File: config.mk
export PLATFORM = sky130hd
export DESIGN_NAME = mdio_sched
export DESIGN_NICKNAME = d
export VERILOG_FILES = /design/src/rtl/mdio_sched.sv
export SDC_FILE = /design/constraint.sdc
export NUM_CORES = 1
export LEC_CHECK = 0
export ABC_AREA = 1
export BUFFER_PORTS_ARGS = -buffer_cell sky130_fd_sc_hd__buf_4
export CAP_MARGIN = 20
export CORE_MARGIN = 1.5
export CORE_UTILIZATION = 56
export DETAILED_ROUTE_END_ITERATION = 12
export PLACE_DENSITY = 0.87
export SYNTH_ARGS = -nofsm -noshare
export SYNTH_HDL_FRONTEND = slang
export SYNTH_SLANG_ARGS = --single-unit
File: constraint.sdc
create_clock -name clk -period 5.4 [get_ports clk]
set_input_delay 0.81 -clock clk [delete_from_list [all_inputs] [get_ports clk]]
set_output_delay 0.81 -clock clk [all_outputs]
set_load 0.01 [all_outputs]
File: src/rtl/mdio_sched.sv
`default_nettype none
// ============================================================================
//  Module   : mdio_sched
//  Purpose  : Clause-22 MDIO master shared by NREQ requesters. Round-robin
//             arbitration, one 64-bit MDIO frame at a time on a single
//             MDC/MDIO pair, read data returned to the granted requester.
//  Revision : 1.0  initial release
// ----------------------------------------------------------------------------
//  Ports
//    clk, rst            system clock, synchronous active-high reset
//    req_valid[NREQ]     request pending, held until req_ack
//    req_write[NREQ]     1 = write, 0 = read
//    req_phy/req_reg     5-bit PHY / register address per requester
//    req_wdata           16-bit write data per requester
//    req_ack[NREQ]       one-cycle pulse: request latched
//    rsp_valid[NREQ]     one-cycle pulse: transaction complete
//    rsp_rdata[16]       read data, valid with rsp_valid (0 for writes)
//    busy                high from grant through the rsp_valid cycle
//    mdc, mdio_o, mdio_t MDIO clock, data out, release (1 = high-Z)
//    mdio_i              MDIO pad input
// ============================================================================
module mdio_sched #(
    parameter int NREQ    = 3,
    parameter int CLK_DIV = 25
) (
    input  logic                 clk,
    input  logic                 rst,
    input  logic [NREQ-1:0]      req_valid,
    input  logic [NREQ-1:0]      req_write,
    input  logic [5*NREQ-1:0]    req_phy,
    input  logic [5*NREQ-1:0]    req_reg,
    input  logic [16*NREQ-1:0]   req_wdata,
    output logic [NREQ-1:0]      req_ack,
    output logic [NREQ-1:0]      rsp_valid,
    output logic [15:0]          rsp_rdata,
    output logic                 busy,
    output logic                 mdc,
    output logic                 mdio_o,
    output logic                 mdio_t,
    input  logic                 mdio_i
);

    localparam int IW = (NREQ > 1) ? $clog2(NREQ) : 1;
    localparam int DW = $clog2(2 * CLK_DIV);
    localparam logic [DW-1:0] C_DIV_MID = DW'(CLK_DIV - 1);
    localparam logic [DW-1:0] C_DIV_END = DW'(2 * CLK_DIV - 1);

    typedef enum logic [1:0] {
        S_IDLE  = 2'd0,
        S_GRANT = 2'd1,
        S_SHIFT = 2'd2,
        S_DONE  = 2'd3
    } state_t;

    state_t             state_q;
    logic [IW-1:0]      last_q;
    logic [NREQ-1:0]    sel_oh_q;
    logic               write_q;
    logic [63:0]        frame_q;
    logic [15:0]        rd_q;
    logic [DW-1:0]      div_q;
    logic [5:0]         bit_q;
    logic [NREQ-1:0]    req_ack_q;
    logic [NREQ-1:0]    rsp_valid_q;
    logic [15:0]        rsp_rdata_q;
    logic               busy_q;
    logic               mdc_q;
    logic               mdio_o_q;
    logic               mdio_t_q;

    // Arbitration and field selection for the candidate requester
    logic               found_d;
    logic [IW-1:0]      sel_d;
    logic [NREQ-1:0]    sel_oh_d;
    logic               write_d;
    logic [4:0]         phy_d;
    logic [4:0]         reg_d;
    logic [15:0]        wdata_d;
    logic [63:0]        frame_d;

    always_comb begin
        found_d  = 1'b0;
        sel_d    = '0;
        sel_oh_d = '0;
        write_d  = 1'b0;
        phy_d    = '0;
        reg_d    = '0;
        wdata_d  = '0;
        // Scan last+1, last+2, ... so the most recently served requester
        // is considered last.
        for (int k = 1; k <= NREQ; k++) begin
            for (int i = 0; i < NREQ; i++) begin
                if (!found_d && req_valid[i] && (i == (int'(last_q) + k) % NREQ)) begin
                    found_d = 1'b1;
                    sel_d   = IW'(i);
                end
            end
        end
        for (int i = 0; i < NREQ; i++) begin
            if (sel_d == IW'(i)) begin
                sel_oh_d[i] = 1'b1;
                write_d     = req_write[i];
                phy_d       = req_phy[5*i +: 5];
                reg_d       = req_reg[5*i +: 5];
                wdata_d     = req_wdata[16*i +: 16];
            end
        end
        // Preamble, ST=01, OP, PHYAD, REGAD, TA, data; bit 0 sits at [63].
        // Read frames carry filler in TA/data; those bits are never driven.
        frame_d = {32'hFFFF_FFFF, 2'b01, (write_d ? 2'b01 : 2'b10), phy_d, reg_d,
                   (write_d ? 2'b10 : 2'b11), (write_d ? wdata_d : 16'h0000)};
    end

    always_ff @(posedge clk) begin
        if (rst) begin
            state_q     <= S_IDLE;
            last_q      <= IW'(NREQ - 1);
            sel_oh_q    <= '0;
            write_q     <= 1'b0;
            frame_q     <= '0;
            rd_q        <= '0;
            div_q       <= '0;
            bit_q       <= '0;
            req_ack_q   <= '0;
            rsp_valid_q <= '0;
            rsp_rdata_q <= '0;
            busy_q      <= 1'b0;
            mdc_q       <= 1'b0;
            mdio_o_q    <= 1'b1;
            mdio_t_q    <= 1'b1;
        end else begin
            case (state_q)
                S_IDLE: begin
                    if (found_d) begin
                        state_q   <= S_GRANT;
                        req_ack_q <= sel_oh_d;
                        sel_oh_q  <= sel_oh_d;
                        last_q    <= sel_d;
                        write_q   <= write_d;
                        frame_q   <= frame_d;
                        rd_q      <= '0;
                        busy_q    <= 1'b1;
                    end
                end
                S_GRANT: begin
                    // This edge opens the mdc-low phase of bit 0.
                    state_q   <= S_SHIFT;
                    req_ack_q <= '0;
                    div_q     <= '0;
                    bit_q     <= '0;
                    mdc_q     <= 1'b0;
                    mdio_o_q  <= frame_q[63];
                    mdio_t_q  <= 1'b0;
                    frame_q   <= {frame_q[62:0], 1'b0};
                end
                S_SHIFT: begin
                    if (div_q == C_DIV_END) begin
                        div_q <= '0;
                        mdc_q <= 1'b0;
                        if (bit_q == 6'd63) begin
                            state_q     <= S_DONE;
                            mdio_o_q    <= 1'b1;
                            mdio_t_q    <= 1'b1;
                            rsp_valid_q <= sel_oh_q;
                            rsp_rdata_q <= write_q ? 16'h0000 : rd_q;
                        end else begin
                            bit_q    <= bit_q + 6'd1;
                            mdio_o_q <= frame_q[63];
                            frame_q  <= {frame_q[62:0], 1'b0};
                            // Reads release the line from bit 46 (TA) onward.
                            mdio_t_q <= !write_q && (bit_q >= 6'd45);
                        end
                    end else begin
                        div_q <= div_q + DW'(1);
                        if (div_q == C_DIV_MID) begin
                            mdc_q <= 1'b1;
                            if (!write_q && (bit_q >= 6'd48)) begin
                                rd_q <= {rd_q[14:0], mdio_i};
                            end
                        end
                    end
                end
                S_DONE: begin
                    state_q     <= S_IDLE;
                    rsp_valid_q <= '0;
                    busy_q      <= 1'b0;
                end
                default: state_q <= S_IDLE;
            endcase
        end
    end

    assign req_ack   = req_ack_q;
    assign rsp_valid = rsp_valid_q;
    assign rsp_rdata = rsp_rdata_q;
    assign busy      = busy_q;
    assign mdc       = mdc_q;
    assign mdio_o    = mdio_o_q;
    assign mdio_t    = mdio_t_q;

endmodule
`default_nettype wire

==> metrics.md, run 1 <==
| Metric | Value |
|---|---|
| Rel. slew slack | 32.5% |
| Setup slack, reg-to-reg | 2220 ps |
| Final Util | 70.5% |
| Post-cts sizing count | 0 |
| Latest clock arrival within the worst-skew pair | 510 ps |
| Number of clock sinks seen by CTS | 126 |
| Max rail drop VDD | 0.340 mV |
| Avg Inst Size Synth | 7.22 um2 |
| Post-CTS Setup Bufs | 0 |
| Starting density of the core | 57.1% |
| Die height | 105 um |
| Leak pwr | 2.97 nW |
| Vias in the first global route | 5219 |
| Hold path start | frame_q[31]$_SDFFE_PP0P_ |
| Via density | 5.37 |
| Tightest Pin Transition | 1010 ps |
| # diodes | 0 |
| Class of the most critical setup path | flip-flop to flip-flop |
| Proportion of layout cells with a drive suffix above 1 | 19.6% |
| Total wire length | 13.4 mm |
| Sequential area share after synthesis | 43.2% |
| Synthesized Nets | 908 |
| Largest cells by area after synthesis | dfxtp_1, nand2_1, a21oi_1 |
| Power per cell area | 610 nW/um2 |
| Post-route DRC | 0 |
| CTS Buffer Depth | 2 |
| CTS tree | done |
| Hold path depth | 2 |
| Worst-path maximum fanout | 44 |
| IO Port Bufs | 112 |
| Endpoints failing setup | 0 |
| Largest net degree at the start of global routing | 96 |
| Chip width | 105 um |
| Layout Nets | 993 |
| R2R cell count | 11 |
| Filler cell count | 820 |
| Antenna violations before repair | 0 |
| Critical path arrival | 3610 ps |
| Synth Flop Type | dfxtp_1 |
| Peak Freq | 314 MHz |
| DR vias | 5602 |
| Clock slew at reported path FFs | 60 ps |
| Adder-Cell Fraction of Synth Area | 2.57% |
| Synth Warn # | 0 |
| # H-tree levels | 4 |
| Portion of netlist area occupied by mux cells | 0% |
| Yosys top cell area share | 43.2% |
| Crit path required time | 5830 ps |
| CTS Buf Count | 17 |
| Aggregate global-route resource usage | 25.0% |
| Design area | 7220 um2 |
| Clk_skew | 9.53 ps |
| Hold EP | frame_q[31]$_SDFFE_PP0P_ |
| RSZ-0062 raised after global routing | no |
| Placed inst area | 6630 um2 |
| EDFF count, synth | 0 |
| Most frequent cells in the layout | nand2_1, a21oi_1, dfxtp_1, buf_4, o21ai_0 |
| FFs w/ async S/R, synth | 0% |
| Layout Cells excl Fill | 1043 |
| DP Wirelength | 8.81 mm |
| Synth Area in Compound Gates | 20.7% |
| Unique masters post-synth | 35 |
| Syn Inst Count | 809 |
| # hold bufs at CTS | 0 |
| Root cell of the clock tree | clkbuf_8 |
| Leading area contributor after synthesis | dfxtp_1 |
| Worst R2R End | frame_q[25]$_SDFFE_PP0P_ |
| Placer Congestion | 0.876 |
| Core ar. | 10200 um2 |
| #FFs+latches synth | 126 |
| Post-route setup TNS | 0 ps |
| Worst reg2reg startpoint | state_q[0]$_SDFFE_PP0P_ |
| Post-Syn Area | 5840 um2 |
| Inst Count DP | 1011 |
| Area share of xor/xnor cells in the synthesized design | 0.600% |
| I/O pin count | 113 |
| Startpoint types | flip-flop |
| Final antenna-violating net count | 0 |
| Simple-gate share of the synthesized area | 25.0% |
| Period minus WS final | 3180 ps |
| Final Cycle Share | 59.0% |
| Max-cap viol count | 0 |
| Dpl ws | 2290 ps |
| First-pass GRT wire length | 23.0 mm |
| DR WL/cell | 12.9 um |
| Final Hold Fails | 0 |
| Die Area | 11000 um2 |
| Most common cell after layout, fill and taps aside | nand2_1 |
| Drt pass-1 iters | 5 |
| Setup ws final | 2220 ps |
| Area Growth Syn to Fin | 23.6% |
| Hold Crit Class | flip-flop to flip-flop |
| Core Rows | 37 |
| Global route total overflow | 0 |
| Largest family of logic cells by synthesized area | simple AND/OR/NAND/NOR gates |
| Crit. End Element | flip-flop |
| DR iter-0 viols | 346 |
| Outcome | completed |
| Slew Limit Fails | 0 |
-- worst max path at each step --
stage | start | end | cells after the start
4_1_cts | state_q[0]$_SDFFE_PP0P_ | frame_q[25]$_SDFFE_PP0P_ | 11
3_3_place_gp | req_valid[1] | frame_q[21]$_SDFFE_PP0P_ | 12
2_1_floorplan | req_valid[1] | frame_q[10]$_SDFFE_PP0P_ | 11
5_1_grt | state_q[0]$_SDFFE_PP0P_ | frame_q[21]$_SDFFE_PP0P_ | 11
3_5_place_dp | req_valid[2] | frame_q[26]$_SDFFE_PP0P_ | 12
6_report | state_q[0]$_SDFFE_PP0P_ | frame_q[25]$_SDFFE_PP0P_ | 11
-- cell type report --
class | instances | area [um2] | area share, %
multi-input combinational | 578 | 2860 | 39.6
sequential | 126 | 2520 | 35.0
timing repair buffer | 116 | 871 | 12.1
clock buffer | 17 | 414 | 5.74
inverter | 55 | 206 | 2.86
clock inverter | 15 | 175 | 2.43
tap | 136 | 170 | 2.36
-- critical path, stage by stage, from the launching register on --
cell     delay, ps
dfxtp_1        330
inv_1          110
ha_1           660
inv_1          210
a31oi_1        270
nor3_1         100
nand2_2        470
buf_4          520
nand2_1        130
o21ai_2         90
inv_1           80
a21oi_2        120
-- sequential cells by signal (all words and copies together), names as in the netlist, 3 cells and up --
register	flops
rsp_valid	3
rsp_rdata	16
bit_q	6
div_q	6
req_ack	3
frame_q	64
rd_q	16
sel_oh_q	3
-- per-layer routing --
metal / part of all wire [%] / vias to the layer above / global-route usage [%]
met4: 1.4 / 0 / 6.46
met1: 44 / 2568 / 30.9
met2: 50 / 139 / 43.8
li1: - / 2873 / -
met5: 0 / - / 0
met3: 4.5 / 22 / 5.61
-- report_power, final --
| group | switching (mW) | leakage, nW | internal (mW) |
|---|---|---|---|
| clock | 0.447 | 0.281 | 0.672 |
| combinational | 1.36 | 1.65 | 0.628 |
| sequential | 0.120 | 1.03 | 1.18 |
| total | 1.93 | 2.97 | 2.48 |
-- metrics by stage --
| stage | power, mW | hold slack, ps |
|---|---|---|
| 6_report | 4.40 | 461 |
| 5_1_grt | 4.76 | 482 |
| 4_1_cts | 4.40 | 464 |
| 3_5_place_dp | 3.27 | 453 |
| 3_3_place_gp | 3.23 | 449 |
| 2_1_floorplan | 2.96 | 440 |
-- cell usage after synthesis, types with 2 or more instances --
cell type  count
nand2_1      202
nand3_1       62
o21ai_2        7
a21oi_1      127
nand4_1        4
nor3_1        26
xor2_1         3
nand2_2        5
buf_2          7
clkinv_1       2
nor2_1        33
nor2_4         3
o21ai_0       64
nor2_2         2
dfxtp_1      126
inv_2          3
a211oi_1       2
buf_6          3
inv_1         50
o211ai_1      11
buf_4          6
clkbuf_1      32
a21oi_2        6
ha_1          12
-- cell families (layout without fill, tap and decap cells) --
logic type	Yosys count	after routing
and+or+nand+nor	340	340
AOI/OAI and AO/OA	222	222
DFF	126	126
buffers and inverters	105	203
adders and majority gates	12	12
xor gates and xnor gates	4	4
(Power assumes the default switching activity.)
==> run 2: changes to the inputs <==
CORE_UTILIZATION = 50   (was 56)
PLACE_DENSITY = 0.82   (was 0.87)
clock period = 2.59 ns   (was 5.4 ns; I/O delays follow)
==> run 2 against run 1 <==
  * Sequential cell count did not move
  * Highest routed layer unchanged
  * Critical path type unchanged
  * Non-clock buffer count rose by 11
  * Combinational power rose by 120%
  * Fmax rose by 30%
==> metrics.md, run 2 (synthesis gave the netlist of run 1 again) <==
| Metric | Value |
|---|---|
| Final antenna-violating net count | 0 |
| Area Growth Syn to Fin | 26.8% |
| Critical path arrival | 2720 ps |
| Total wire length | 14.1 mm |
| Root cell of the clock tree | clkbuf_16 |
| Filler cell count | 974 |
| Worst-path maximum fanout | 53 |
| # H-tree levels | 4 |
| Critical-path top delay cell | dfxtp_1 |
| Final Hold Fails | 0 |
| Clock slew at reported path FFs | 60 ps |
| CTS Buf Count | 17 |
| Antenna violations before repair | 0 |
| Number of clock sinks seen by CTS | 126 |
| Power per cell area | 1320 nW/um2 |
| Die height | 111 um |
| Chip width | 111 um |
| Layout Cells excl Fill | 1061 |
| First-pass GRT wire length | 23.8 mm |
| Via density | 5.40 |
| Starting density of the core | 51.1% |
| Post-route setup TNS | 0 ps |
| Vias in the first global route | 5404 |
| Aggregate global-route resource usage | 22.9% |
| Setup ws final | 149 ps |
| Dpl ws | 160 ps |
| Proportion of layout cells with a drive suffix above 1 | 20.6% |
| Hold Crit Class | primary input to flip-flop |
| DP Wirelength | 9.07 mm |
| Largest Register | frame_q |
| Core ar. | 11400 um2 |
| Most frequent cells in the layout | nand2_1, a21oi_1, dfxtp_1, buf_4, o21ai_0 |
| Crit. End Element | flip-flop |
| Max reg flops | 64 |
| Most common cell after layout, fill and taps aside | nand2_1 |
| Peak Freq | 410 MHz |
| Critical-path cell list | inv_1, ha_1, nand2_1, nand3_1, nor2_4, nand4_4, nor2_2, nand2_2, nand2_2, buf_12, nor2_4, o211ai_1, a21oi_1 |
| Global route total overflow | 0 |
| Max-cap viol count | 0 |
| Area of the multi-input gates | 2860 um2 |
| Register Area | 2520 um2 |
| DR WL/cell | 13.3 um |
| Slew Limit Fails | 0 |
| Placer Congestion | 0.841 |
| Core Rows | 39 |
| IO Port Bufs | 112 |
| # diodes | 0 |
| Endpoints failing setup | 0 |
| Max rail drop VDD | 0.989 mV |
| Drt pass-1 iters | 6 |
| Final Util | 64.8% |
| CTS Buffer Depth | 2 |
| Tot Pwr | 9.79 mW |
| Class of the most critical setup path | flip-flop to flip-flop |
| Outcome | completed |
| DR iter-0 viols | 452 |
| Leak pwr | 3.06 nW |
| Delay of the slowest cell on the worst path | 350 ps |
| CTS tree | done |
| Clk_skew | 13.3 ps |
| # hold bufs at CTS | 0 |
| DR vias | 5729 |
| Startpoint types | flip-flop |
| Inst Count DP | 1026 |
| I/O pin count | 113 |
| Rel. slew slack | 55.6% |
| Latest clock arrival within the worst-skew pair | 410 ps |
| Final Cycle Share | 94.2% |
| Layout Nets | 1004 |
| Die Area | 12300 um2 |
| Period minus WS final | 2440 ps |
| Largest net degree at the start of global routing | 56 |
| Post-route DRC | 0 |
| Tightest Pin Transition | 666 ps |
| Crit path required time | 2870 ps |
[run 2: changes by cell type in the layout (fill, tap and decap cells not counted)]
cell	delta
inv_8	-2
clkbuf_8	-1
inv_2	-1
inv_4	+1
inv_6	-1
clkinvlp_4	+1
bufinv_16	+3
clkbuf_16	+1
buf_4	+9
clkinv_4	-1
buf_12	+2
[run 2: worst paths after layout]
kind	start	end	slack [ps]	cells after the start
setup / recovery	last_q[0]$_SDFFE_PP0P_	frame_q[27]$_SDFFE_PP0P_	150	13
hold reg to reg	frame_q[50]$_SDFFE_PP0P_	frame_q[50]$_SDFFE_PP0P_	460	2
setup reg to reg	last_q[0]$_SDFFE_PP0P_	frame_q[27]$_SDFFE_PP0P_	150	13
hold / removal	mdio_i	rd_q[0]$_SDFFE_PP0P_	260	3
[run 2: power by group]
group | switching [mW] | internal (mW) | total [mW]
combinational | 2.94 | 1.49 | 4.43
sequential | 0.254 | 2.45 | 2.70
clock | 0.930 | 1.72 | 2.65
total | 4.12 | 5.66 | 9.79
[run 2: area by class of cell]
cell class / count / share of cell area [%]
Clock buffer: 17 / 5.75
Clock inverter: 15 / 3.14
Inverter: 55 / 2.82
Multi-Input combinational cell: 578 / 38.6
Sequential cell: 126 / 34.1
Tap cell: 143 / 2.42
Timing Repair Buffer: 127 / 13.2
[run 2: through the flow]
| step | cell area, um2 | hold WS (ps) |
|---|---|---|
| final | 7400 | 261 |
| after global routing | 7400 | 265 |
| after CTS | 7370 | 255 |
| after detailed placement | 6710 | 452 |
| after global placement | 6710 | 449 |
| after floorplan | 5840 | 440 |
[run 2: what timing repair did]
action / in CTS / in global routing
endpoints found under the hold margin: 0 / 0
gates resized for setup: 0 / 2
buffers inserted: 0 / 3
endpoints found under the setup margin: 0 / 33
[run 2: worst max-delay path, delay by kind of cell, from the launching register on]
kind                       cells  cell delay [ps]
buffers and inverters          2              310
DFF                            1              350
adders and majority gates      1              330
and+or+nand+nor                8             1030
AOI/OAI and AO/OA              2              250
[run 2: per-layer routing]
layer  up-vias  part of all wire, %  global-route usage [%]
met4         0                 0.96                    6.50
met2       175                   49                    39.5
li1       2891                    -                       -
met3        12                  4.9                    5.30
met1      2651                   45                    28.7
met5         -                    0                       0
